==> src/rtl/pc_sequencer_pkg.sv <==
// pc_sequencer_pkg: PC width, reset vector and next-PC select encoding shared with decode/control.
package pc_sequencer_pkg;
  localparam int PC_W = 11;
  localparam logic [PC_W-1:0] RESET_VECTOR = 11'h000;
  localparam logic [2:0] SEL_INC = 3'd0;
  localparam logic [2:0] SEL_BR = 3'd1;
  localparam logic [2:0] SEL_JMP = 3'd2;
  localparam logic [2:0] SEL_CALL = 3'd3;
  localparam logic [2:0] SEL_RET = 3'd4;
endpackage

==> src/rtl/Adder_10bit.sv <==
// Adder_10bit: plain width-parameterised adder, sum truncated to W bits.
module Adder_10bit #(
  parameter int W = 10
) (
  input  logic [W-1:0] a,
  input  logic [W-1:0] b,
  output logic [W-1:0] sum
);
  assign sum = a + b;
endmodule

==> src/rtl/pc_return_stack.sv <==
// pc_return_stack: circular return-address stack; a push when full overwrites the oldest entry.
module pc_return_stack #(
  parameter int W = 11,
  parameter int DEPTH = 4
) (
  input  logic                       clk,
  input  logic                       rst_n,
  input  logic                       push,
  input  logic                       pop,
  input  logic [W-1:0]               push_data,
  output logic [W-1:0]               top,
  output logic [$clog2(DEPTH):0]     count,
  output logic                       full,
  output logic                       empty
);
  localparam int AW = $clog2(DEPTH);
  logic [W-1:0] mem [DEPTH];
  logic [AW-1:0] ptr;
  assign full = count == (AW+1)'(DEPTH);
  assign empty = count == '0;
  assign top = mem[ptr - AW'(1)];
  always_ff @(posedge clk or negedge rst_n) begin
    if (!rst_n) begin
      ptr <= '0;
      count <= '0;
    end else if (push) begin
      ptr <= ptr + AW'(1);
      count <= full ? count : count + 1'b1;
    end else if (pop && !empty) begin
      ptr <= ptr - AW'(1);
      count <= count - 1'b1;
    end
  end
  always_ff @(posedge clk)
    if (push) mem[ptr] <= push_data;
endmodule

==> src/rtl/pc_sequencer.sv <==
// pc_sequencer: PC register with ret > call > jump > branch > increment next-PC selection
// and sticky return-stack overflow/underflow flags.
module pc_sequencer
  import pc_sequencer_pkg::*;
#(
  parameter int PC_W = pc_sequencer_pkg::PC_W,
  parameter logic [PC_W-1:0] RESET_VECTOR = pc_sequencer_pkg::RESET_VECTOR,
  parameter int RAS_DEPTH = 4
) (
  input  logic            clk,
  input  logic            rst_n,
  input  logic            stall,
  input  logic            branch_taken,
  input  logic [PC_W-1:0] branch_offset,
  input  logic            jump,
  input  logic            call,
  input  logic            ret,
  input  logic [PC_W-1:0] target,
  output logic [PC_W-1:0] pc,
  output logic            ras_empty,
  output logic            ras_overflow,
  output logic            ras_underflow
);
  logic [PC_W-1:0] pc_inc, pc_br, top, pc_next;
  logic [$clog2(RAS_DEPTH):0] count;
  logic full, empty, push, pop;
  logic [2:0] sel;
  Adder_10bit #(.W(PC_W)) u_inc (.a(pc), .b(PC_W'(1)), .sum(pc_inc));
  Adder_10bit #(.W(PC_W)) u_br (.a(pc), .b(branch_offset), .sum(pc_br));
  pc_return_stack #(.W(PC_W), .DEPTH(RAS_DEPTH)) u_ras (
    .clk(clk), .rst_n(rst_n), .push(push), .pop(pop), .push_data(pc_inc),
    .top(top), .count(count), .full(full), .empty(empty)
  );
  always_comb begin
    sel = ret ? SEL_RET : call ? SEL_CALL : jump ? SEL_JMP : branch_taken ? SEL_BR : SEL_INC;
    push = !stall && sel == SEL_CALL;
    pop = !stall && sel == SEL_RET && !empty;
    pc_next = sel == SEL_RET ? (empty ? pc_inc : top) :
              (sel == SEL_CALL || sel == SEL_JMP) ? target :
              sel == SEL_BR ? pc_br : pc_inc;
  end
  assign ras_empty = count == '0;
  always_ff @(posedge clk or negedge rst_n) begin
    if (!rst_n) begin
      pc <= RESET_VECTOR;
      ras_overflow <= 1'b0;
      ras_underflow <= 1'b0;
    end else if (!stall) begin
      pc <= pc_next;
      if (push && full) ras_overflow <= 1'b1;
      if (sel == SEL_RET && empty) ras_underflow <= 1'b1;
    end
  end
endmodule

==> config.mk <==
export PLATFORM = sky130hd
export DESIGN_NAME = pc_sequencer
export DESIGN_NICKNAME = d
export VERILOG_FILES = /design/src/rtl/pc_sequencer_pkg.sv /design/src/rtl/Adder_10bit.sv /design/src/rtl/pc_return_stack.sv /design/src/rtl/pc_sequencer.sv
export SDC_FILE = /design/constraint.sdc
export NUM_CORES = 1
export LEC_CHECK = 0
export CORE_MARGIN = 1
export CORE_UTILIZATION = 45
export CTS_BUF_LIST = sky130_fd_sc_hd__clkbuf_16
export CTS_CLUSTER_SIZE = 12
export DETAILED_ROUTE_END_ITERATION = 6
export PLACE_DENSITY = 0.77
export SKIP_LAST_GASP = 1
export SYNTH_ARGS = -nofsm -noshare
export SYNTH_HDL_FRONTEND = slang
export SYNTH_SLANG_ARGS = --single-unit
==> constraint.sdc <==
create_clock -name clk -period 4.3 [get_ports clk]
set_clock_uncertainty 0.2 [all_clocks]
set_input_delay 0.645 -clock clk [delete_from_list [all_inputs] [get_ports clk]]
set_output_delay 0.645 -clock clk [all_outputs]
set_load 0.02 [all_outputs]
==> impl_metrics.tcl, run 1 <==
set metrics [dict create \
    outcome "finished, final reports clean" \
    cts_tree "built" \
    switching_power_w 0.00112 \
    p_leak_nw 1.66 \
    layout-drive-gt1-share 0.112 \
    viasPerCell 5.86 \
    clock-sinks 62 \
    end_kind "flop" \
    post_drt_wl_per_cell_um 17.9 \
    rrSetupSlack_ps 1390 \
    syn_area_um2 3670 \
    clkPwrFrac 0.215 \
    cts_inserted_buffers 9 \
    r2r_start "pc[0]$_DFFE_PN0N_" \
    required_ps 4290 \
    reg2regPathDepth 9 \
    setup_violations 0 \
    seq_power_share 0.335 \
    drtAntennaViolNets 0 \
    initial_utilization 0.470 \
    setup_tns_ps 0 \
    worstSetupPathType "in -> reg" \
    synthFlopType "edfxtp_1" \
    synthDistinctLibCells 58 \
    drt_pass1_iterations 5 \
    hold_violations 0 \
    hold_buffers 0 \
    yosysSeqAreaShare 0.483 \
    cp-start-kind "primary input" \
    dieArea_um2 8520 \
    worstMarginPinSlew_ps 964 \
    netSwitchingFraction 0.390 \
    port_buffers 42 \
    intPower_w 0.00175 \
    grt_pass1_wl_um 14000 \
    worstSkewPairLatency_ps 320 \
    die_y_um 92.3 \
    post-route-min-period_ps 3120 \
    r2r_end "pc[10]$_DFFE_PN0N_" \
    drt_iter0_drc 235 \
    grt_max_degree 25 \
    clock_path_buffers 2 \
    htreeDepth 3 \
    diodes 0 \
    synth_seq_cells 62 \
    cts_setup_buffers 0 \
    drv_slew 0 \
    powerDensity_nw_per_um2 650 \
    combPwrFrac 0.450 \
    overflow 0 \
    max_freq_ghz 0.320 \
    fp.coreArea_um2 7810 \
    maxCapViolCount 0 \
    nets 416 \
    wl_um 8520 \
    antenna_found_initial 0 \
    cts_resized 0 \
    cts-root-buf "clkbuf_16" \
    finalCritPeriodShare 0.726 \
    gp_congestion 0.898 \
    synth-async-reset-ratio 0.290 \
    max_slew_margin 0.356 \
    clk_pin_slew_worst_paths_ps 50 \
    irDropWorstVdd_mv 0.289 \
    syn_area_per_cell_um2 11.3 \
    drc_errors 0 \
    synth_edf_count 44 \
    rsz0062_at_grt "false" \
    hold_class "reg -> reg" \
    area_growth_pct 20.7 \
    syn-num-nets 371 \
    crit_end "pc[10]$_DFFE_PN0N_" \
    ys_warn_count 0 \
    track_usage 0.220 \
    grt_pass1_vias 2730 \
    cp_max_fo 3 \
    hpwl_um 6100 \
    vias 2797 \
    io_pins 43 \
    syn_inst 325 \
    holdWs_ps 263 \
    rows 32 \
    cp.arrival_ps 3110 \
    cp-startpoint "branch_offset[0]" \
    die_x_um 92.3 \
]
critical path: stages:
cell             delay [ps]
clkdlybuf4s50_1         460
ha_1                    190
inv_1                    60
fa_1                    390
nand2b_1                210
a2111oi_2               450
nor2_1                  110
a211o_1                 290
a22oi_1                 160
o221ai_1                140
worst min-delay path by stage:
| stage | from | to | cells past startpoint | slack [ps] |
|---|---|---|---|---|
| final | ras_underflow$_DFFE_PN0P_ | ras_underflow$_DFFE_PN0P_ | 1 | 260 |
| after global placement | ras_underflow$_DFFE_PN0P_ | ras_underflow$_DFFE_PN0P_ | 1 | 250 |
| after detailed placement | ras_underflow$_DFFE_PN0P_ | ras_underflow$_DFFE_PN0P_ | 1 | 250 |
| after global routing | ras_underflow$_DFFE_PN0P_ | ras_underflow$_DFFE_PN0P_ | 1 | 280 |
| after floorplan | rst_n | pc[0]$_DFFE_PN0N_ | 0 | 150 |
| after CTS | ras_underflow$_DFFE_PN0P_ | ras_underflow$_DFFE_PN0P_ | 1 | 260 |
stage by stage:
stage               power [W]  area [µm²]  cells  worst slack (ps)  utilization
floorplan             0.00186        3670    325              1610            -
finish                0.00288        4430    477              1180        0.567
global placement      0.00223        4170    461               975        0.534
global route          0.00305        4430    477              1100        0.567
detailed placement    0.00225        4170    461               898        0.534
CTS                   0.00288        4430    477              1180        0.567
cells by family after synthesis:
| kind of cell | count (synthesis) | share of synthesized area |
|---|---|---|
| AND/OR/NAND/NOR | 94 | 0.130 |
| XOR/XNOR | 14 | 0.0375 |
| multiplexers | 15 | 0.0795 |
| flip-flops | 62 | 0.483 |
| buffers and inverters | 27 | 0.0382 |
| AO/OA/AOI/OAI | 96 | 0.170 |
| adder cells (fa/ha/maj) | 17 | 0.0621 |
cell usage in the layout, fill, tap and decap left out, types with 3 or more instances in the layout:
master	netlist	final
xor2_1	7	7
a21o_1	5	5
xnor2_1	5	5
or3_1	3	3
ha_1	15	15
nand2b_1	3	3
o21bai_1	5	5
edfxtp_1	44	44
a211oi_1	11	11
a21oi_1	15	15
mux4_2	11	11
dfrtp_1	18	18
o211ai_1	4	4
o221ai_1	3	3
nand3_1	5	5
clkdlybuf4s50_1	0	42
clkinv_2	0	3
buf_4	3	4
a22oi_1	4	4
o21ai_1	8	8
clkbuf_16	0	9
o21ai_0	24	24
inv_1	13	15
a31oi_1	3	3
nand2_1	38	38
mux2_2	3	3
nor2_1	25	25
and3_1	4	4
registers in the layout, summed over array words and instances (netlist names):
signal and count:
pc 11, ras_overflow 1, ras_underflow 1, u_ras.count 3, u_ras.mem 44, u_ras.ptr 2
power groups by stage:
stage / clock (W) / sequential (W) / combinational, W
after CTS: 0.000622 / 0.000963 / 0.00129
after detailed placement: 0 / 0.000971 / 0.00128
final: 0.000620 / 0.000963 / 0.00129
after global routing: 0.000647 / 0.000978 / 0.00142
after global placement: 0 / 0.000965 / 0.00126
after floorplan: 0 / 0.00100 / 0.000850
routing by layer:
layer | track usage | vias to the layer above | wire (µm)
met5 | 0 | - | 0
met4 | 0.0859 | 0 | 214
met3 | 0.0509 | 22 | 645
met2 | 0.343 | 130 | 3990
met1 | 0.298 | 1326 | 3670
li1 | - | 1319 | -
synth_stat cells, drive strengths merged (4+ instances only):
cell type	instances	area share
edfxtp	44	0.36
inv	14	0.016
nor3	4	0.013
o211ai	4	0.0082
buf	9	0.017
nor2	25	0.026
mux4	11	0.068
ha	15	0.051
a21oi	16	0.023
a22oi	4	0.0082
a211oi	11	0.023
o21ai	32	0.044
nand3	6	0.012
dfrtp	18	0.12
xnor2	5	0.012
xor2	9	0.026
o21bai	5	0.010
and3	4	0.0068
a21o	5	0.010
nand2	38	0.039
final cells by class:
type / count / area (µm²)
Timing Repair Buffer: 46 / 450
Clock buffer: 9 / 225
Fill cell: 660 / 3380
Tap cell: 102 / 128
Sequential cell: 62 / 1770
Clock inverter: 7 / 33.8
Inverter: 15 / 61.3
Multi-Input combinational cell: 236 / 1760
No activity file was read; power rests on OpenSTA's default activity.
==> run 2: changes to the inputs <==
PLACE_DENSITY = 0.8   (was 0.77)
clock period = 2.8 ns   (was 4.3 ns; I/O delays follow)
==> run 2 against run 1 <==
Count of clock-buffer cells in the layout unchanged. Routed wire length rose by 3.8%. Register-to-register slack worse by 1100 ps. Sequential share of layout area down 2.0 points. Combinational power up 74%. Global-route usage increased by 1.2 points. Critical path type unchanged. Largest power group unchanged. Critical path depth unchanged. Flip-flop and latch count is the same.
==> impl_metrics.tcl, run 2 (synthesis gave the netlist of run 1 again) <==
set metrics [dict create \
    cts_tree "built" \
    clock_path_buffers 2 \
    drt_pass1_iterations 6 \
    largest_reg_flops 44 \
    worstMarginPinSlew_ps 625 \
    vias 2899 \
    clk_pin_slew_worst_paths_ps 60 \
    port_buffers 42 \
    wl_um 8840 \
    area_growth_pct 27.0 \
    fin_util 0.597 \
    reg2regPathDepth 9 \
    crit_slowest_cell "clkdlybuf4s50_1" \
    overflow 0 \
    die_x_um 92.3 \
    grt_pass1_wl_um 14600 \
    hpwl_um 6250 \
    setup_ws_ps 80.8 \
    diodes 0 \
    drtAntennaViolNets 0 \
    powerDensity_nw_per_um2 1050 \
    htreeDepth 3 \
    setup_tns_ps 0 \
    p_leak_nw 1.78 \
    die_y_um 92.3 \
    cp-start-kind "primary input" \
    drc_errors 0 \
    final_area_um2 4660 \
    cts_setup_buffers 0 \
    rows 32 \
    gp_congestion 0.933 \
    cts_resized 0 \
    cts_inserted_buffers 9 \
    layout-drive-gt1-share 0.165 \
    cp_max_fo 2 \
    final_common_cell "edfxtp_1" \
    finalCritPeriodShare 0.971 \
    end_kind "flop" \
    worstSetupPathType "in -> reg" \
    largestRegisters "u_ras.mem x44, pc x11, u_ras.count x3" \
    post-route-min-period_ps 2720 \
    maxCapViolCount 0 \
    worstSkewPairLatency_ps 330 \
    critPathMaxStageDelay_ps 460 \
    drt_iter0_drc 138 \
    drv_slew 0 \
    critPathTopFamily "compound AO/OA/AOI/OAI gates" \
    max_slew_margin 0.584 \
    rrSetupSlack_ps 250 \
    setup_violations 0 \
    initial_utilization 0.470 \
    clock-sinks 62 \
    viasPerCell 5.83 \
    nets 436 \
    dieArea_um2 8520 \
    io_pins 43 \
    hold_buffers 0 \
    place_area_um2 4320 \
    fp.coreArea_um2 7810 \
    rsz0062_at_grt "false" \
    grt_max_degree 24 \
    max_freq_ghz 0.368 \
    hold_class "in -> async" \
    irDropWorstVdd_mv 0.562 \
    top_register "u_ras.mem" \
    cts-root-buf "clkbuf_16" \
    final_cell_mix "edfxtp_1 (44), clkdlybuf4s50_1 (42), nand2_1 (38)" \
    grt_pass1_vias 2829 \
    track_usage 0.232 \
    dp_slack_ps -287 \
    required_ps 2790 \
    outcome "finished, final reports clean" \
    r2r_start "pc[0]$_DFFE_PN0N_" \
    critical_path_buf_inv_count 2 \
    hold_violations 0 \
    r2r_end "pc[10]$_DFFE_PN0N_" \
    antenna_found_initial 0 \
    cp.arrival_ps 2710 \
    post_drt_wl_per_cell_um 17.8 \
    crit_chain "clkdlybuf4s50_1 -> ha_1 -> inv_1 -> fa_1 -> nand2b_1 -> a2111oi_4 -> nor2_1 -> a211o_1 -> a22oi_1 -> o221ai_1" \
]
## run 2: cell types whose count changed in the layout (fill, tap and decap cells not counted), moves of 2 or more
| cell | delta |
|---|---|
| bufinv_16 | +2 |
| inv_1 | -2 |
| buf_4 | +20 |
| clkinv_2 | -3 |
| inv_6 | +2 |
## run 2: per-stage QoR
step           std cells  hold slack (ps)  total power [W]
2_1_floorplan        325            -75.6          0.00285
3_3_place_gp         481              242          0.00354
3_5_place_dp         481              260          0.00361
4_1_cts              497              242          0.00487
5_1_grt              497              266          0.00517
6_report             497              240          0.00489
## run 2: metal layers
metal | up-vias | wire length (µm) | global-route usage
li1 | 1361 | - | -
met1 | 1419 | 3840 | 0.298
met2 | 107 | 4350 | 0.379
met3 | 12 | 556 | 0.0632
met4 | 0 | 102 | 0.0781
met5 | - | 0 | 0
## run 2: cell type report
class	count	area [µm²]
timing repair buffer	66	601
inverter	15	61.3
tap	102	128
sequential	62	1770
clock inverter	7	105
clock buffer	9	225
fill	611	3150
multi-input combinational	236	1770
## run 2: power by group
group / leakage (nW) / switching (W) / internal (W) / total (W)
sequential: 0.611 / 0.000163 / 0.00125 / 0.00141
combinational: 1.01 / 0.00125 / 0.000990 / 0.00224
clock: 0.159 / 0.000440 / 0.000792 / 0.00123
total: 1.78 / 0.00186 / 0.00303 / 0.00489
## run 2: how the worst max path moves through the flow
stage / endpoint / startpoint / slack, ps / cells past startpoint
finish: pc[10]$_DFFE_PN0N_ / branch_offset[0] / 80 / 10
global route: pc[10]$_DFFE_PN0N_ / branch_offset[0] / 20 / 10
CTS: pc[10]$_DFFE_PN0N_ / branch_offset[0] / 50 / 10
detailed placement: pc[10]$_DFFE_PN0N_ / branch_offset[0] / -290 / 10
global placement: pc[10]$_DFFE_PN0N_ / branch_offset[0] / -240 / 10
floorplan: pc[10]$_DFFE_PN0N_ / pc[0]$_DFFE_PN0N_ / 130 / 9
